## config.mk

```make
export PLATFORM = sky130hd
export DESIGN_NAME = key_debounce
export DESIGN_NICKNAME = d
export VERILOG_FILES = /design/src/rtl/key_debounce.sv
export SDC_FILE = /design/constraint.sdc
export NUM_CORES = 1
export LEC_CHECK = 0
export CORE_MARGIN = 10
export CORE_UTILIZATION = 45
export DETAILED_ROUTE_END_ITERATION = 7
export PLACE_DENSITY = 0.62
export SLEW_MARGIN = 20
export SYNTH_ARGS = -nofsm -noshare
export SYNTH_HDL_FRONTEND = slang
export SYNTH_SLANG_ARGS = --single-unit
```

## constraint.sdc

```tcl
create_clock -name Clk -period 3.05 [get_ports Clk]
set_clock_uncertainty 0.1 [all_clocks]
set_input_delay 0.4575 -clock Clk [delete_from_list [all_inputs] [get_ports Clk]]
set_output_delay 0.4575 -clock Clk [all_outputs]
set_load 0.01 [all_outputs]
```

## src/rtl/key_debounce.sv

```systemverilog
// Four-channel push-button conditioner: 2-FF synchroniser, per-channel debounce FSM,
// one-cycle press pulses and optional hold-to-repeat on masked channels.
module key_debounce #(
  parameter int          MCNT_DB     = 1_000_000,
  parameter int          MCNT_LONG   = 50_000_000,
  parameter int          MCNT_REP    = 10_000_000,
  parameter logic [3:0]  REPEAT_MASK = 4'b0011
) (
  input  logic        Clk,
  input  logic        Reset_n,
  input  logic [3:0]  Key,
  output logic [3:0]  Key_flag,
  output logic [3:0]  Key_state,
  output logic [11:0] o_dbg_state
);

  localparam int HOLD_MAX = (MCNT_LONG > MCNT_REP) ? MCNT_LONG : MCNT_REP;
  localparam int DB_W     = (MCNT_DB  > 1) ? $clog2(MCNT_DB)  : 1;
  localparam int HOLD_W   = (HOLD_MAX > 1) ? $clog2(HOLD_MAX) : 1;

  localparam logic [DB_W-1:0]   DB_ONE    = DB_W'(1);
  localparam logic [DB_W-1:0]   DB_LAST   = DB_W'(MCNT_DB - 1);
  localparam logic [HOLD_W-1:0] HOLD_ONE  = HOLD_W'(1);
  localparam logic [HOLD_W-1:0] LONG_LAST = HOLD_W'(MCNT_LONG - 1);
  localparam logic [HOLD_W-1:0] REP_LAST  = HOLD_W'(MCNT_REP - 1);

  typedef enum logic [2:0] {
    S_IDLE       = 3'd0,
    S_PRESS_FILT = 3'd1,
    S_HELD       = 3'd2,
    S_REPEAT     = 3'd3,
    S_REL_FILT   = 3'd4
  } state_t;

  logic [3:0] r_sync1;
  logic [3:0] r_sync2;
  logic [3:0] w_sync_key;

  always_ff @(posedge Clk) begin
    if (!Reset_n) begin
      r_sync1 <= 4'b1111;
      r_sync2 <= 4'b1111;
    end else begin
      r_sync1 <= Key;
      r_sync2 <= r_sync1;
    end
  end

  assign w_sync_key = r_sync2;

  for (genvar i = 0; i < 4; i++) begin : g_chan
    state_t            r_state;
    logic [DB_W-1:0]   r_db_cnt;
    logic [HOLD_W-1:0] r_hold_cnt;
    logic              r_from_rep;
    logic              r_flag;
    logic              r_level;
    logic              w_sync;

    assign w_sync = w_sync_key[i];

    always_ff @(posedge Clk) begin
      if (!Reset_n) begin
        r_state    <= S_IDLE;
        r_db_cnt   <= '0;
        r_hold_cnt <= '0;
        r_from_rep <= 1'b0;
        r_flag     <= 1'b0;
        r_level    <= 1'b1;
      end else begin
        r_flag <= 1'b0;
        case (r_state)
          S_IDLE: begin
            if (!w_sync) begin
              r_state  <= S_PRESS_FILT;
              r_db_cnt <= DB_ONE;
            end
          end
          S_PRESS_FILT: begin
            if (w_sync) begin
              r_state  <= S_IDLE;
              r_db_cnt <= '0;
            end else if (r_db_cnt == DB_LAST) begin
              r_state    <= S_HELD;
              r_flag     <= 1'b1;
              r_level    <= 1'b0;
              r_db_cnt   <= '0;
              r_hold_cnt <= '0;
            end else begin
              r_db_cnt <= r_db_cnt + DB_ONE;
            end
          end
          S_HELD: begin
            // A release sample wins over a coinciding repeat threshold.
            if (w_sync) begin
              r_state    <= S_REL_FILT;
              r_db_cnt   <= DB_ONE;
              r_from_rep <= 1'b0;
            end else if (REPEAT_MASK[i] && (r_hold_cnt == LONG_LAST)) begin
              r_state    <= S_REPEAT;
              r_flag     <= 1'b1;
              r_hold_cnt <= '0;
            end else begin
              r_hold_cnt <= r_hold_cnt + HOLD_ONE;
            end
          end
          S_REPEAT: begin
            if (w_sync) begin
              r_state    <= S_REL_FILT;
              r_db_cnt   <= DB_ONE;
              r_from_rep <= 1'b1;
            end else if (r_hold_cnt == REP_LAST) begin
              r_flag     <= 1'b1;
              r_hold_cnt <= '0;
            end else begin
              r_hold_cnt <= r_hold_cnt + HOLD_ONE;
            end
          end
          S_REL_FILT: begin
            // Hold count is frozen so a release glitch resumes where it left off.
            if (!w_sync) begin
              r_state  <= r_from_rep ? S_REPEAT : S_HELD;
              r_db_cnt <= '0;
            end else if (r_db_cnt == DB_LAST) begin
              r_state    <= S_IDLE;
              r_level    <= 1'b1;
              r_db_cnt   <= '0;
              r_hold_cnt <= '0;
            end else begin
              r_db_cnt <= r_db_cnt + DB_ONE;
            end
          end
          default: begin
            r_state <= S_IDLE;
          end
        endcase
      end
    end

    assign Key_flag[i]            = r_flag;
    assign Key_state[i]           = r_level;
    assign o_dbg_state[3*i +: 3]  = r_state;
  end

endmodule

```

==> impl_metrics.csv, run 1 <==
group,metric,value,unit
grt,track_usage,15.87,%
grt,busiest_layer,"met2",
setup_path,worstSetupStartpoint,"g_chan[0].r_hold_cnt[11]",
route,vias,10426,
sta,final-max-slew-violation-count,0,
clocking,cts_hold_buffers,0,
sta,final.setup.tns,0,ns
logic_synthesis,synth_fa_ha_area_share,0.8653,%
final_layout,fin_nets,1455,
outcome,status,"finished, final reports clean",
logic_synthesis,avgSynthCellArea,8.095,sq um
grt,grt_use_met1,22.55,%
logic_synthesis,ys_warn_count,0,
die,design.die.area,32520,sq um
logic_synthesis,syn-num-nets,1443,
die,core-area,25250,sq um
setup_path,cp.arrival,2.97,ns
grt,grt_max_degree,62,
setup_path,r2r-start,"g_chan[0].r_hold_cnt[11]",
sta,finalCritPeriodShare,87.75,%
sta,hold_viol,0,
sta,fmax,373.6,MHz
die,ioPinCount,26,
setup_path,critPathSlowestCell,"or4b_2",
route,wl_per_cell,15.14,um
route,drtAntennaViolNets,0,
setup_path,crit_type,"flop to flop",
clocking,numCtsBuffers,25,
logic_synthesis,syn_area,11570,sq um
placed_design,routabilityCongestion,0.8489,
logic_synthesis,ys_ff_latch,216,
setup_path,worstPathRequired,3.35,ns
die,fp-row-count,58,
setup_path,crit_fanout,12,
worst_hold_path,whs_path_depth,3,
logic_synthesis,muxShareOfSynthArea,0.7896,%
die,die_h,180.3,um
final_layout,multi_input_area,6818,sq um
logic_synthesis,synth-simple-area-share,32.51,%
route,viasPerCell,5.838,
logic_synthesis,synth_xor_xnor_area_share,6.512,%
clocking,clk_pin_slew_worst_paths,0.06,ns
logic_synthesis,synth_compound_area_share,18.11,%
setup_path,r2r-end,"g_chan[0].r_hold_cnt[9]",
grt,grt_pass1_vias,9553,
clocking,clock-root-buffer,"clkbuf_16",
logic_synthesis,synth_edf_count,0,
worst_hold_path,holdPathEnd,"g_chan[3].r_level",
logic_synthesis,yosysSeqAreaShare,37.38,%
power_and_ir_drop,p_leak,0.004307,uW
grt,grt_antenna_before_repair,0,
clocking,cts.sinks,216,
final_layout,diodes,0,
setup_path,reg2regPathDepth,7,
sta,period_needed,2.676,ns
final_layout,fillers,2389,
grt,met2_usage,24.43,%
power_and_ir_drop,vdd_drop_max,0.4236,mV
placed_design,dpl.hpwl,18230,um
final_layout,area.growth.synth_to_final,12.21,%
sta,rsz0062_at_grt,"no",
clocking,clock_path_buffers,3,
clocking,cts_tree,"done",
clocking,htreeDepth,1,
logic_synthesis,synth_top_family_by_area,"simple AND/OR/NAND/NOR gates",
final_layout,drive_gt1_share,8.173,%
route,routed_wl,27040,um
worst_hold_path,min_path_type,"primary input to flop",
route,drt_iter0_markers,904,
grt,met3_usage,2.691,%
logic_synthesis,synth_cell_types,91,
power_and_ir_drop,p_per_area,454.7,nW/um^2
power_and_ir_drop,p_total,5902,uW
final_layout,regArea,4324,sq um
grt,grt.overflow.total,0,
worst_hold_path,min_from,"Reset_n",
logic_synthesis,synth_ff_type,"dfxtp_1",
setup_path,cpPeakStageDelay,0.69,ns
sta,worstMarginPinSlew,0.9157,ns
setup_path,worstPathCellList,"or4b_2, nor4_2, o21a_2, or2b_2, nor2_1, buf_4, a221o_1",
setup_path,endpoint_kind,"flop",
job,max-cap-violations,0,
clocking,cts.repair.resized,0,
grt,grt_pass1_wl,46400,um
logic_synthesis,ys_async_sr_fraction,0,%
route,drc,0,
placed_design,io_buffers,25,
route,drtPass1Iterations,5,
die,die_w,180.3,um
sta,setup_viol,0,
sta,slew_headroom,38.48,%
die,start_util,45.80,%
setup_path,reg2reg_slack,0.37,ns
logic_synthesis,synthCells,1429,
clocking,insertion_delay,0.52,ns
clocking,post_cts.repair.setup_buffers,0,
setup_path,cp-start-kind,"flop",
-- cell usage in the layout (no fill, tap or decap), types with 13 or more instances in the layout --
cell | Yosys | final
o211ai_1 | 18 | 18
nor2_1 | 191 | 191
nand3_1 | 60 | 60
inv_1 | 22 | 22
a31oi_1 | 13 | 13
and3_1 | 39 | 39
nand2b_1 | 22 | 22
nor4b_1 | 19 | 19
o31ai_1 | 15 | 15
a21oi_1 | 84 | 84
dfxtp_1 | 216 | 216
and4_1 | 19 | 19
o21ai_0 | 70 | 70
clkbuf_16 | 0 | 25
o2111ai_1 | 16 | 16
or4_1 | 17 | 17
nand4_1 | 46 | 46
xor2_1 | 61 | 61
clkdlybuf4s50_1 | 0 | 24
or3_1 | 29 | 29
buf_4 | 10 | 37
nor3_1 | 34 | 33
xnor2_1 | 25 | 25
nor4_1 | 13 | 13
nand2_1 | 122 | 122
-- logic make-up (layout without fill, tap and decap cells) --
kind of cell | after synthesis | count (layout)
adders and majority gates | 8 | 8
xor gates and xnor gates | 86 | 86
and+or+nand+nor | 696 | 696
muxes | 9 | 9
AOI/OAI and AO/OA | 313 | 313
buffers and inverters | 101 | 128
DFF | 216 | 216
-- worst max path at each step --
stage | end | slack, ns
after floorplan | g_chan[2].r_hold_cnt[23] | 0.74
after global placement | g_chan[1].r_hold_cnt[21] | 0.43
after detailed placement | g_chan[0].r_hold_cnt[23] | 0.41
after CTS | g_chan[0].r_hold_cnt[9] | 0.39
after global routing | g_chan[0].r_hold_cnt[14] | 0.22
final | g_chan[0].r_hold_cnt[9] | 0.37
-- power breakdown --
part | internal, uW | total, uW | switching, uW
combinational | 61.2 | 178 | 117
sequential | 2830 | 2850 | 18.1
clock | 1730 | 2870 | 1150
-- stage by stage --
step                instance area, sq um  utilization [%]  hold WS (ns)  worst slack (ns)  std cells
finish                             12980            51.40        0.2776            0.3736       1786
global route                       12980            51.40        0.2879            0.2211       1786
CTS                                12980            51.38        0.2716            0.3897       1786
detailed placement                 12180            48.23        0.2958            0.4079       1744
global placement                   12170            48.20        0.3058            0.4267       1744
floorplan                          11570                -        0.2863            0.7398       1429
-- synthesized netlist by cell type, drive strengths merged, types with 9 or more instances --
library cell    n  share of area, %
and4           19               1.4
nand4          48               2.7
or4            17               1.1
clkbuf         48               1.6
nor4           14              0.81
a21oi          84               3.6
nand3          60               2.6
nor4b          20               1.6
or4b           11              0.95
nand4b          9              0.68
dfxtp         216                37
xor2           61               4.6
and3           39               2.1
xnor2          25               1.9
or3            29               1.6
o21ai          77               3.4
o211ai         19               1.3
and2           10              0.54
nand3b         10              0.65
nand2         122               4.0
nor3           36               1.7
a31oi          14              0.81
nand2b         22               1.2
o2111ai        16               1.2
nor2          193               6.3
nor2b          11              0.59
inv            22              0.71
buf            30               1.5
o31ai          17               1.3
a221o          11              0.95
-- state kept, by name, summed over array words and instances, names as in the netlist --
| name | cells |
|---|---|
| g_chan.r_hold_cnt | 104 |
| g_chan.r_db_cnt | 80 |
| g_chan.r_state | 12 |
| g_chan.r_flag | 4 |
| g_chan.r_from_rep | 4 |
| g_chan.r_level | 4 |
| r_sync1 | 4 |
| r_sync2 | 4 |
-- critical path: cells and delay by family (launching register included) --
kind            cells  cell delay (ns)
compound gates      2             0.54
buf+inv             1             0.18
flops               1             0.35
simple gates        4             1.38
-- per-layer routing --
metal / wire (um) / share of wire, %
met5: 0 / 0
met4: 495 / 1.8
met3: 1314 / 4.9
met2: 11900 / 44
met1: 13330 / 49
-- area by class of cell --
cell class	count	share of cell area, %
clock buffers	37	5.938
clock inverters	5	0.1928
inverters	23	0.6651
multi-input cells	1112	52.53
flip-flops and latches	216	33.31
well taps	330	3.181
repair buffers	63	4.184
(Power assumes the default switching activity.)
==> run 2: changes to the inputs <==
clock period = 2.52 ns   (was 3.05 ns; I/O delays follow)
==> run 2 against run 1 <==
- via count is 3.4% higher
- sequential share of layout area is 1.7 points lower
- setup slack worse by 0.25 ns
- global-route usage is 0.73 points higher
- first-iteration DRC count is 1.1% higher
- critical endpoint unchanged
- largest power group unchanged
- highest routed layer unchanged
==> impl_metrics.csv, run 2 (synthesis results as in run 1) <==
group,metric,value,unit
clocking,clock-root-buffer,"clkbuf_16",
final_layout,postLayoutCoreUtil,54.16,%
setup_path,r2r-start,"g_chan[0].r_hold_cnt[18]",
route,drtPass1Iterations,5,
sta,period_needed,2.398,ns
power_and_ir_drop,comb_power_share,3.3,%
route,drtAntennaViolNets,0,
setup_path,cp-start-kind,"flop",
clocking,cts_tree,"done",
clocking,numCtsBuffers,26,
sta,final-max-slew-violation-count,0,
placed_design,routabilityCongestion,0.8483,
placed_design,placed_cells,1815,
sta,rsz0062_at_grt,"no",
grt,grt_antenna_before_repair,0,
die,fp-row-count,58,
grt,grt_pass1_vias,10177,
final_layout,reg_top3,"g_chan.r_hold_cnt (104), g_chan.r_db_cnt (80), g_chan.r_state (12)",
power_and_ir_drop,p_sw_share,21.52,%
die,design.die.area,32520,sq um
final_layout,layout.cells.non_filler,1864,
clocking,cts_hold_buffers,0,
die,core-area,25250,sq um
sta,slew_headroom,33.26,%
placed_design,io_buffers,25,
final_layout,fin_area,13680,sq um
placed_design,placed_area,12710,sq um
grt,grt_max_degree,37,
route,drt_iter0_markers,914,
route,viasPerCell,5.783,
final_layout,diodes,0,
sta,worstMarginPinSlew,0.9934,ns
setup_path,reg2regPathDepth,7,
sta,finalCritPeriodShare,95.17,%
sta,hold_viol,0,
final_layout,area.growth.synth_to_final,18.24,%
final_layout,fin_nets,1530,
die,start_util,45.80,%
setup_path,endpoint_kind,"flop",
placed_design,dpl.hpwl,19670,um
setup_path,r2r-end,"g_chan[0].r_hold_cnt[9]",
grt,grt.overflow.total,0,
clocking,insertion_delay,0.53,ns
setup_path,path_delay_family,"simple AND/OR/NAND/NOR gates",
final_layout,largest-register,"g_chan.r_hold_cnt",
setup_path,cpPeakStageDelay,0.69,ns
clocking,clock_path_buffers,3,
power_and_ir_drop,p_leak,0.004743,uW
final_layout,layout_common_cells,"dfxtp_1 (216), nor2_1 (191), nand2_1 (121)",
job,max-cap-violations,0,
outcome,status,"finished, final reports clean",
setup_path,critPathSlowestCell,"or4b_2",
grt,track_usage,16.60,%
sta,setup_viol,0,
worst_hold_path,holdPathEnd,"g_chan[0].r_hold_cnt[4]",
setup_path,worstPathCellList,"or4b_2, nor4_4, o21a_2, or2b_2, nor2_1, buf_4, a221o_1",
power_and_ir_drop,p_int,5907,uW
power_and_ir_drop,vdd_drop_max,0.4694,mV
power_and_ir_drop,seqPwrFrac,45.7,%
power_and_ir_drop,switching_power,1619,uW
worst_hold_path,min_path_type,"primary input to flop",
route,wl_per_cell,15.23,um
power_and_ir_drop,clock_power_share,51.0,%
worst_hold_path,min_from,"Reset_n",
power_and_ir_drop,p_total,7526,uW
setup_path,crit_type,"flop to flop",
sta,fmax,417.0,MHz
route,routed_wl,28380,um
sta,final.setup.worst_slack,0.1217,ns
die,ioPinCount,26,
die,die_w,180.3,um
setup_path,crit_fanout,9,
route,drc,0,
worst_hold_path,whs_path_depth,3,
power_and_ir_drop,p_per_area,550.3,nW/um^2
grt,grt_pass1_wl,48730,um
clocking,htreeDepth,1,
setup_path,crit_buf_inv,1,
setup_path,reg2reg_slack,0.12,ns
clocking,cts.sinks,216,
route,vias,10780,
setup_path,cp.arrival,2.71,ns
final_layout,mostFrequentLayoutCell,"dfxtp_1",
placed_design,pre_cts_ws,0.05507,ns
final_layout,largest_reg_flops,104,
die,die_h,180.3,um
final_layout,drive_gt1_share,13.10,%
clocking,clk_pin_slew_worst_paths,0.06,ns
setup_path,worstPathRequired,2.83,ns
run 2: cell types whose count changed in the layout (fill, tap and decap cells not counted), sizes merged:
cell / before / now
buf: 39 / 112
bufinv: 0 / 2
clkbuf: 37 / 39
a31oi: 14 / 15
inv: 22 / 23
clkinv: 6 / 5
run 2: worst reg2reg max path: stages (launching register included):
cell     delay (ns)
dfxtp_1        0.35
or4b_2         0.69
nor4_4         0.27
o21a_2         0.22
or2b_2         0.12
nor2_1         0.06
buf_4          0.18
a221o_1        0.29
run 2: area by class of cell:
class | instances | area (sq um)
multi-input cells | 1113 | 6873
fillers | 2361 | 11580
clock buffers | 39 | 800.8
repair buffers | 136 | 1091
flip-flops and latches | 216 | 4324
inverters | 23 | 86.33
clock inverters | 7 | 88.84
well taps | 330 | 412.9
run 2: how the worst max path moves through the flow:
stage	start	cells after the start	to	slack (ns)
2_1_floorplan	g_chan[2].r_db_cnt[0]	6	g_chan[2].r_hold_cnt[23]	0.21
3_3_place_gp	g_chan[1].r_db_cnt[7]	7	g_chan[1].r_hold_cnt[19]	-0.10
3_5_place_dp	g_chan[3].r_state[0]	5	g_chan[3].r_db_cnt[19]	0.06
4_1_cts	g_chan[3].r_state[0]	5	g_chan[3].r_db_cnt[18]	0.07
5_1_grt	g_chan[2].r_db_cnt[7]	6	g_chan[2].r_hold_cnt[23]	0.007
6_report	g_chan[0].r_hold_cnt[18]	7	g_chan[0].r_hold_cnt[9]	0.12
run 2: power by group through the flow:
| stage | sequential (uW) | clock, uW | combinational [uW] |
|---|---|---|---|
| finish | 3440 | 3830 | 249 |
| global route | 3440 | 4060 | 276 |
| CTS | 3440 | 3920 | 248 |
| detailed placement | 3520 | 0 | 248 |
| global placement | 3520 | 0 | 245 |
| floorplan | 3510 | 0 | 152 |
run 2: per-layer routing:
metal | share of wire [%] | global-route usage [%] | up-vias
li1 | - | - | 5438
met1 | 48 | 22.54 | 5091
met2 | 45 | 26.94 | 215
met3 | 4.7 | 2.811 | 36
met4 | 1.5 | 3.576 | 0
met5 | 0 | 0 | -
run 2: through the flow:
step,hold slack (ns),setup TNS [ns]
floorplan,0.2863,0
global placement,0.2887,-1.002
detailed placement,0.2934,0
CTS,0.2018,0
global route,0.2415,0
finish,0.2166,0
run 2: what timing repair did:
action                     4_1_cts  5_1_grt
setup endpoints to repair        0       51
buffers inserted                 0        2
resized for setup                0        9
